### config.mk
export PLATFORM = sky130hd
export DESIGN_NAME = mem_port_arbiter_flat
export DESIGN_NICKNAME = d
export VERILOG_FILES = /design/src/rtl/mem_port_arbiter_if.sv /design/src/rtl/mem_port_arbiter.sv /design/src/flat_wrapper.sv
export SDC_FILE = /design/constraint.sdc
export NUM_CORES = 1
export LEC_CHECK = 0
export ABC_AREA = 1
export BUFFER_PORTS_ARGS = -buffer_cell sky130_fd_sc_hd__buf_4
export CORE_AREA = 5 5 121 123
export CTS_CLUSTER_SIZE = 12
export DETAILED_ROUTE_END_ITERATION = 7
export DIE_AREA = 0 0 126 128
export GPL_TIMING_DRIVEN = 0
export PLACE_DENSITY = 0.79
export SETUP_SLACK_MARGIN = 0.4
export SLEW_MARGIN = 20
export SYNTH_ARGS = -nofsm -noshare
export SYNTH_HDL_FRONTEND = slang
export SYNTH_SLANG_ARGS = --single-unit
### constraint.sdc
create_clock -name clock -period 1.8 [get_ports clock]
set_input_delay 0.09 -clock clock [delete_from_list [all_inputs] [get_ports clock]]
set_output_delay 0.09 -clock clock [all_outputs]
set_load 0.02 [all_outputs]
### src/rtl/mem_port_arbiter_if.sv
// Bundles the fetch, data and memory-side signals of mem_port_arbiter.
// master is the arbiter's view; slave is the view of everything around it.
interface mem_port_arbiter_if #(
  parameter int ADDR_W = 30
);
  logic [ADDR_W-1:0] InstMem_Address;
  logic              InstMem_Read;
  logic [31:0]       InstMem_In;
  logic              InstMem_Ack;

  logic [ADDR_W-1:0] DataMem_Address;
  logic              DataMem_Read;
  logic [3:0]        DataMem_Write;
  logic [31:0]       DataMem_Out;
  logic [31:0]       DataMem_In;
  logic              DataMem_Ack;

  logic [ADDR_W-1:0] Mem_Address;
  logic              Mem_Read;
  logic [3:0]        Mem_Write;
  logic [31:0]       Mem_WriteData;
  logic [31:0]       Mem_ReadData;
  logic              Mem_Ack;

  logic              Bus_Error;

  modport master (
    input  InstMem_Address, InstMem_Read,
    output InstMem_In, InstMem_Ack,
    input  DataMem_Address, DataMem_Read, DataMem_Write, DataMem_Out,
    output DataMem_In, DataMem_Ack,
    output Mem_Address, Mem_Read, Mem_Write, Mem_WriteData,
    input  Mem_ReadData, Mem_Ack,
    output Bus_Error
  );

  modport slave (
    output InstMem_Address, InstMem_Read,
    input  InstMem_In, InstMem_Ack,
    output DataMem_Address, DataMem_Read, DataMem_Write, DataMem_Out,
    input  DataMem_In, DataMem_Ack,
    input  Mem_Address, Mem_Read, Mem_Write, Mem_WriteData,
    output Mem_ReadData, Mem_Ack,
    input  Bus_Error
  );
endinterface

### src/rtl/mem_port_arbiter.sv
// Shares one memory port between instruction fetch and data access with
// alternating priority on contention and a no-ack watchdog.
module mem_port_arbiter #(
  parameter int          ADDR_W   = 30,
  parameter int          TIMEOUT  = 255,
  parameter logic [31:0] ERR_DATA = 32'hDEADBEEF
) (
  input logic           clock,
  input logic           reset,
  mem_port_arbiter_if.master bus
);

  localparam logic [1:0] IDLE   = 2'd0;
  localparam logic [1:0] BUSY_I = 2'd1;
  localparam logic [1:0] BUSY_D = 2'd2;
  localparam logic [1:0] RESP   = 2'd3;

  localparam int              CNT_W    = (TIMEOUT > 1) ? $clog2(TIMEOUT) : 1;
  localparam logic [CNT_W-1:0] CNT_LAST = CNT_W'(TIMEOUT - 1);

  logic [1:0]        state;
  logic              last_d;
  logic [CNT_W-1:0]  cnt;
  logic [ADDR_W-1:0] addr_q;
  logic [3:0]        be_q;
  logic [31:0]       wdata_q;
  logic              i_ack, d_ack, berr;
  logic [31:0]       i_in, d_in;

  logic i_req, d_req, grant_d, busy, timeout;

  assign i_req   = bus.InstMem_Read;
  assign d_req   = bus.DataMem_Read | (bus.DataMem_Write != 4'b0);
  // Fair tie-break: on contention the side that did not win last time goes.
  assign grant_d = d_req & (~i_req | ~last_d);
  assign busy    = (state == BUSY_I) || (state == BUSY_D);
  assign timeout = (TIMEOUT != 0) && (cnt == CNT_LAST);

  always_ff @(posedge clock) begin
    if (reset) begin
      state   <= IDLE;
      last_d  <= 1'b0;
      cnt     <= '0;
      addr_q  <= '0;
      be_q    <= '0;
      wdata_q <= '0;
      i_ack   <= 1'b0;
      d_ack   <= 1'b0;
      berr    <= 1'b0;
      i_in    <= '0;
      d_in    <= '0;
    end else begin
      i_ack <= 1'b0;
      d_ack <= 1'b0;
      berr  <= 1'b0;
      case (state)
        IDLE: begin
          if (i_req || d_req) begin
            cnt    <= '0;
            last_d <= grant_d;
            if (grant_d) begin
              state   <= BUSY_D;
              addr_q  <= bus.DataMem_Address;
              be_q    <= bus.DataMem_Write;
              wdata_q <= bus.DataMem_Out;
            end else begin
              state  <= BUSY_I;
              addr_q <= bus.InstMem_Address;
              be_q   <= '0;
            end
          end
        end
        BUSY_I, BUSY_D: begin
          // A real ack on the timeout edge wins over the watchdog.
          if (bus.Mem_Ack || timeout) begin
            state <= RESP;
            berr  <= ~bus.Mem_Ack;
            if (state == BUSY_I) begin
              i_ack <= 1'b1;
              i_in  <= bus.Mem_Ack ? bus.Mem_ReadData : ERR_DATA;
            end else begin
              d_ack <= 1'b1;
              d_in  <= (be_q != 4'b0) ? 32'h0 :
                       (bus.Mem_Ack ? bus.Mem_ReadData : ERR_DATA);
            end
          end else begin
            cnt <= cnt + 1'b1;
          end
        end
        default: state <= IDLE;
      endcase
    end
  end

  assign bus.Mem_Address   = addr_q;
  assign bus.Mem_Read      = (state == BUSY_I) || ((state == BUSY_D) && (be_q == 4'b0));
  assign bus.Mem_Write     = (state == BUSY_D) ? be_q : 4'b0;
  assign bus.Mem_WriteData = wdata_q;
  assign bus.InstMem_Ack   = i_ack;
  assign bus.InstMem_In    = i_in;
  assign bus.DataMem_Ack   = d_ack;
  assign bus.DataMem_In    = d_in;
  assign bus.Bus_Error     = berr;

  logic unused_busy;
  assign unused_busy = busy;

endmodule

### src/flat_wrapper.sv
// flat-port wrapper written by rule: the top's interface ports become plain ports
module mem_port_arbiter_flat 
#(
  parameter int          ADDR_W   = 30,
  parameter int          TIMEOUT  = 255,
  parameter logic [31:0] ERR_DATA = 32'hDEADBEEF
)
  (clock, reset, bus_InstMem_Address, bus_InstMem_Read, bus_InstMem_In, bus_InstMem_Ack, bus_DataMem_Address, bus_DataMem_Read, bus_DataMem_Write, bus_DataMem_Out, bus_DataMem_In, bus_DataMem_Ack, bus_Mem_Address, bus_Mem_Read, bus_Mem_Write, bus_Mem_WriteData, bus_Mem_ReadData, bus_Mem_Ack, bus_Bus_Error);
  mem_port_arbiter_if #(.ADDR_W(ADDR_W)) bus_i ();
  input logic clock;
  input logic reset;
  input wire logic [$bits(bus_i.InstMem_Address)-1:0] bus_InstMem_Address;
  input wire logic [$bits(bus_i.InstMem_Read)-1:0] bus_InstMem_Read;
  output wire logic [$bits(bus_i.InstMem_In)-1:0] bus_InstMem_In;
  output wire logic [$bits(bus_i.InstMem_Ack)-1:0] bus_InstMem_Ack;
  input wire logic [$bits(bus_i.DataMem_Address)-1:0] bus_DataMem_Address;
  input wire logic [$bits(bus_i.DataMem_Read)-1:0] bus_DataMem_Read;
  input wire logic [$bits(bus_i.DataMem_Write)-1:0] bus_DataMem_Write;
  input wire logic [$bits(bus_i.DataMem_Out)-1:0] bus_DataMem_Out;
  output wire logic [$bits(bus_i.DataMem_In)-1:0] bus_DataMem_In;
  output wire logic [$bits(bus_i.DataMem_Ack)-1:0] bus_DataMem_Ack;
  output wire logic [$bits(bus_i.Mem_Address)-1:0] bus_Mem_Address;
  output wire logic [$bits(bus_i.Mem_Read)-1:0] bus_Mem_Read;
  output wire logic [$bits(bus_i.Mem_Write)-1:0] bus_Mem_Write;
  output wire logic [$bits(bus_i.Mem_WriteData)-1:0] bus_Mem_WriteData;
  input wire logic [$bits(bus_i.Mem_ReadData)-1:0] bus_Mem_ReadData;
  input wire logic [$bits(bus_i.Mem_Ack)-1:0] bus_Mem_Ack;
  output wire logic [$bits(bus_i.Bus_Error)-1:0] bus_Bus_Error;
  assign bus_i.InstMem_Address = bus_InstMem_Address;
  assign bus_i.InstMem_Read = bus_InstMem_Read;
  assign bus_InstMem_In = bus_i.InstMem_In;
  assign bus_InstMem_Ack = bus_i.InstMem_Ack;
  assign bus_i.DataMem_Address = bus_DataMem_Address;
  assign bus_i.DataMem_Read = bus_DataMem_Read;
  assign bus_i.DataMem_Write = bus_DataMem_Write;
  assign bus_i.DataMem_Out = bus_DataMem_Out;
  assign bus_DataMem_In = bus_i.DataMem_In;
  assign bus_DataMem_Ack = bus_i.DataMem_Ack;
  assign bus_Mem_Address = bus_i.Mem_Address;
  assign bus_Mem_Read = bus_i.Mem_Read;
  assign bus_Mem_Write = bus_i.Mem_Write;
  assign bus_Mem_WriteData = bus_i.Mem_WriteData;
  assign bus_i.Mem_ReadData = bus_Mem_ReadData;
  assign bus_i.Mem_Ack = bus_Mem_Ack;
  assign bus_Bus_Error = bus_i.Bus_Error;
  mem_port_arbiter #(.ADDR_W(ADDR_W), .TIMEOUT(TIMEOUT), .ERR_DATA(ERR_DATA)) u_core (.clock(clock), .reset(reset), .bus(bus_i));
endmodule
Word level (Yosys, flattened, before mapping) --
Cells that the tools add are included.
Cells by class: $add $sub $neg 1, equality and inequality tests 6, multiplexer cells 14, bitwise gates (word level) 9, reductions and logical operators 17
Operators with widths (number):
- 32-bit 2-to-1 mux | 2
- 30-bit 2-to-1 mux | 1
- 8-bit 2-to-1 mux | 2
- 8-bit case mux with 2 select lines | 1
- 3-bit AND reduction | 4
- 8-bit by 1-bit adder with 8-bit output, second input constant | 1
- 8-bit == test, second input constant | 1
- 4-bit 2-to-1 mux | 2
- 4-bit nonzero test | 2
- 2-bit 2-to-1 mux | 3
- 1-bit NOT | 6
- 4-bit zero test | 1
- 2-bit by 1-bit inequality test with 1-bit output, second input constant | 2
- 2-bit case mux with 2 select lines | 1
- 2-bit AND reduction | 2
- 1-bit logical OR | 3
- 3-bit OR reduction | 1
- 2-bit by 1-bit == test with 1-bit output, second input constant | 1
- 2-bit == test, second input constant | 1
- 2-bit zero test | 1
- 1-bit 2-to-1 mux | 2
- 2-bit inequality test, second input constant | 1
- 1-bit OR | 2
- 2-bit nonzero test | 1
- 3 further kinds | 3
Word-level totals: flip-flop bits (word level) 144, bits of input ports 133, output and inout bits 134, word-level logic and storage cells 58

Depth between registers and ports, before layout --
word-level depth 6, depth in mapped cells 11, gate-level depth less buffers 11

Worst setup path before layout --
OpenSTA, ideal clock, no wires.
path type register to register, start point register u_core.state[0], end point register u_core.cnt[1], setup time 64 ps, data arrival time 1451 ps, data required time 1736 ps, path slack 285 ps, stages on the path, launching flop included 9, buffers on the path 1, clock period less this slack 1515 ps, path through dfxtp_1 > inv_1 > ha_1 > buf_2 > inv_1 > or2_2 > nand3_1 > nand2_1 > nor2_1
Between the ends: word-level cells in the longest chain between the ends 4, elaborated cells on any way between the ends 9, classes of those cells 4 x eq/ne; 1 x mux; 4 x reduce/logical
RTL lines:
- start, declared | line mem_port_arbiter.sv:21 | logic [1:0] state;
- start signal, assigned | line mem_port_arbiter.sv:41 | state <= IDLE;
- start signal, assigned | line mem_port_arbiter.sv:62 | state <= BUSY_D;
- start signal, assigned | line mem_port_arbiter.sv:67 | state <= BUSY_I;
- 2-bit == test or 2-bit by 1-bit == test with 1-bit output (tied branches)
- 2-bit OR reduction | line mem_port_arbiter.sv:56 | case (state)
- 2-bit inequality test (no source line) or 2-bit nonzero test (tied branches)
- 3-bit AND reduction (no source line)
- end signal, assigned | line mem_port_arbiter.sv:87 | cnt <= cnt + 1'b1;
- end, declared | line mem_port_arbiter.sv:23 | logic [CNT_W-1:0] cnt;
Parallel ways exist; a longest one is shown, timed or not. A chain may end at the register's enable or synchronous reset.

Worst setup path after layout --
start point register u_core.cnt[3], end point register u_core.d_in[24] (netlist: u_core.bus.DataMem_In[24])
Between the ends: word-level cells in the longest chain between the ends 3
RTL lines:
- 8-bit == test | line mem_port_arbiter.sv:37 | assign timeout = (TIMEOUT != 0) && (cnt == CNT_LAST);
- 1-bit logical OR | line mem_port_arbiter.sv:75 | if (bus.Mem_Ack || timeout) begin
- 3-bit AND reduction (no source line)
- end signal, assigned | line mem_port_arbiter.sv:83 | d_in <= (be_q != 4'b0) ? 32'h0 :
- end, declared | line mem_port_arbiter.sv:28 | logic [31:0] i_in, d_in;
No other way between the ends.

==> summary.md <==
| Metric | Value |
|---|---|
| Detailed Place HPWL | 15.5 mm |
| CP Class | register to register |
| R2r worst-path depth | 8 |
| Post-Synth Simple-Gate Area | 27.7% |
| Switching power | 7.75 mW |
| CTS Root Cell | clkbuf_16 |
| Clock slew at reported path FFs | 0.07 ns |
| Max-slew violation count | 0 |
| Initial DRC Count | 777 |
| Chip height | 128 um |
| Crit-path max FO | 8 |
| Clk buf depth | 2 |
| GR Layer Usage met1 | 31.3% |
| Vias | 8101 |
| Met3 global-route usage | 9.46% |
| Num CTS Buffers | 17 |
| Clock sinks | 144 |
| Leak | 5.16 nW |
| Comb pwr share | 56.4% |
| PD cells | 1580 mW/mm^2 |
| Diode count | 0 |
| Sequential Power Share | 25.9% |
| Final worst slack | 0.188 ns |
| Switching Share | 43.1% |
| Most Used Layer, Global Route | met2 |
| WP data arrival | 1.89 ns |
| Rows | 43 |
| Peak VDD IR | 1.06 mV |
| Synth Area in Adders | 1.39% |
| Fin crit share | 89.5% |
| Antenna violations before repair | 0 |
| Core area | 0.0136 mm^2 |
| Capture point of the worst reg-to-reg path | u_core.bus.DataMem_In[24] |
| Area growth, synth to finish | 79.9% |
| Final hold violation count | 0 |
| Hold_sp | bus_InstMem_Address[28] |
| I/O pin count | 267 |
| Die Wd | 126 um |
| Synth warnings | 0 |
| Total power | 18.0 mW |
| Share of the yosys chip area belonging to registers | 45.7% |
| Final core occ | 83.7% |
| Reg2reg start | u_core.cnt[3] |
| Grt ovf | 0 |
| Hold Path Depth | 5 |
| Clk Latency, worst-skew pair | 0.43 ns |
| Max-cap violations | 0 |
| Critical path required time | 2.08 ns |
| Global Route met2 Usage | 49.2% |
| Setup crit end kind | register |
| Starting Density | 46.6% |
| Vias in the first global route | 7267 |
| Total Routing Usage GR | 28.4% |
| Detailed-route vias per instance | 5.73 |
| Global-route wire length before repair | 36.7 mm |
| FF+latch count, synth | 144 |
| Final nets | 1362 |
| Setup violations, final | 0 |
| Setup crit start kind | register |
| Final setup TNS | 0 ns |
| Max_slew headroom | 47.0% |
| Mapped Avg Cell Area | 7.57 um^2 |
| Dpl cells | 1279 |
| Routed Antenna Nets | 0 |
| WL final | 29.8 mm |
| Buffers on Ports | 265 |
| Largest net degree at the start of global routing | 17 |
| Compound-Gate Fraction of Synth Area | 15.2% |
| Fill count | 660 |
| Cell Int Power | 10.2 mW |
| CTS tree | done |
| Fin crit period | 1.61 ns |
| Net Count, Synth | 974 |
| RSZ-0062 raised after global routing | yes |
| Clock power share | 17.8% |
| H-tree Lvls | 4 |
| Pre-CTS WS | 0.131 ns |
| Total DRC errors in the routed layout | 0 |
| Layout cells sized above 1 | 51.5% |
| Worst hold path type | primary input to register |
| Worst slew pin tran | 0.796 ns |
| Register-to-register setup slack | 0.19 ns |
| Worst hold endpoint | u_core.bus.Mem_Address[28] |
| Post-Synth XOR/XNOR Area | 0% |
| Synth Instances | 834 |
| Routability cong. | 0.826 |
| DR WL/cell | 21.1 um |
| Largest family of logic cells by synthesized area | simple AND/OR/NAND/NOR gates |
| Status | finished clean |
| Synth cell types | 26 |
| Fmax | 620 MHz |
| DR pass1 iterations | 5 |
| Non-Filler Instances | 1414 |
| Layout Skew | 0.0120 ns |
| Mux contribution to synthesized area | 0% |
| Synth Cell Area | 0.00631 mm^2 |
| Die Area | 0.0161 mm^2 |
## power groups by stage
stage / Sequential (mW) / Clock [mW] / Combinational (mW)
2_1_floorplan: 5.30 / 0 / 3.31
3_3_place_gp: 4.52 / 0 / 6.32
3_5_place_dp: 4.53 / 0 / 6.41
4_1_cts: 4.50 / 3.16 / 7.48
5_1_grt: 4.71 / 3.33 / 10.6
6_report: 4.65 / 3.19 / 10.1
## layer usage
layer / wire length, um / up-vias
met5: 0 / -
met4: 1770 / 0
met3: 3160 / 169
met2: 14800 / 623
met1: 10100 / 3816
li1: - / 3493
## sequential cells by signal, indices dropped and copies added (netlist names), 2 cells and up
signal,count
u_core.be_q,4
u_core.state,2
u_core.bus.DataMem_In,32
u_core.bus.Mem_Address,30
u_core.bus.InstMem_In,32
u_core.bus.Mem_WriteData,32
u_core.cnt,8
## Yosys cell counts
master    instances  area share (%)
a21oi_1         106             8.4
buf_1             3            0.18
buf_2            28             2.2
buf_4             3            0.36
buf_6             4            0.71
clkbuf_1         19             1.1
clkinv_1          1           0.059
dfxtp_1         144              46
ha_1              7             1.4
inv_1            74             4.4
inv_2            17             1.0
nand2_1         186              11
nand2_2          15             1.5
nand2_4           2            0.36
nand3_1          96             7.6
nand3_2          12             1.9
nand4_1           4            0.40
nor2_1           24             1.4
nor2_2            3            0.30
nor2_4            2            0.36
nor3_1            2            0.16
nor3b_1           1            0.12
o211ai_1         15             1.8
o211ai_2         15             3.0
o21ai_0          26             2.1
or2_2            25             2.5
## layout by cell type (no fill, tap or decap), types with 15 or more instances in the layout
cell	instances
dlygate4sd3_1	59
or2_2	25
o211ai_1	15
nand3_2	30
nand3_1	66
nor2_1	22
nand2_4	32
clkbuf_1	18
a21oi_2	61
inv_2	24
buf_4	285
clkbuf_16	24
nand2_2	30
buf_8	16
a21oi_1	45
o211ai_2	15
nand2_1	138
dfxtp_1	140
buf_6	24
inv_1	62
## metrics by stage
step | hold slack, ns | instance area, um^2
2_1_floorplan | 0.246 | 6320
3_3_place_gp | 0.357 | 8540
3_5_place_dp | 0.364 | 8540
4_1_cts | 0.000115 | 10100
5_1_grt | 0.0279 | 11400
6_report | 0.0146 | 11400
## logic make-up after synthesis
| family | count (synthesis) |
|---|---|
| compound gates | 162 |
| fa+ha+maj | 7 |
| simple gates | 372 |
| buf+inv | 149 |
| flops | 144 |
## cell type report
| type | count | area, um^2 | share of cell area (%) |
|---|---|---|---|
| Multi-Input combinational cell | 544 | 3690 | 32.5 |
| Timing Repair Buffer | 366 | 3130 | 27.6 |
| Sequential cell | 144 | 2890 | 25.5 |
| Buffer | 57 | 537 | 4.73 |
| Clock buffer | 18 | 429 | 3.78 |
| Inverter | 92 | 360 | 3.17 |
| Tap cell | 180 | 225 | 1.98 |
| Clock inverter | 13 | 92.6 | 0.816 |
## worst max path at each step
| stage | end | slack, ns | start | depth (start not counted) |
|---|---|---|---|---|
| detailed placement | u_core.bus.DataMem_In[28] | 0.13 | u_core.state[0] | 7 |
| finish | u_core.bus.DataMem_In[24] | 0.19 | u_core.cnt[3] | 8 |
| CTS | bus_Mem_Read | 0.28 | u_core.state[0] | 5 |
| global route | u_core.bus.DataMem_In[24] | 0.14 | u_core.cnt[3] | 8 |
| global placement | u_core.bus.Mem_WriteData[24] | 0.17 | u_core.state[0] | 7 |
| floorplan | u_core.cnt[7] | 0.41 | u_core.state[0] | 9 |
## critical path, stage by stage, from the launching register on
cell	delay (ns)
dfxtp_1	0.42
nand2_2	0.13
nor2_4	0.16
nand2_2	0.12
nand2_8	0.17
nand2_8	0.13
clkbuf_16	0.19
nand2_2	0.07
a21oi_2	0.06
## timing repair
item,4_1_cts,5_1_grt
setup buffers,13,14
gates resized for setup,93,243
cloned,6,12
endpoints found under the setup margin,143,147
hold buffers,59,0
pin swaps,19,45
hold endpoints to repair,54,0
Note: power is estimated with default switching activity, not from simulation.
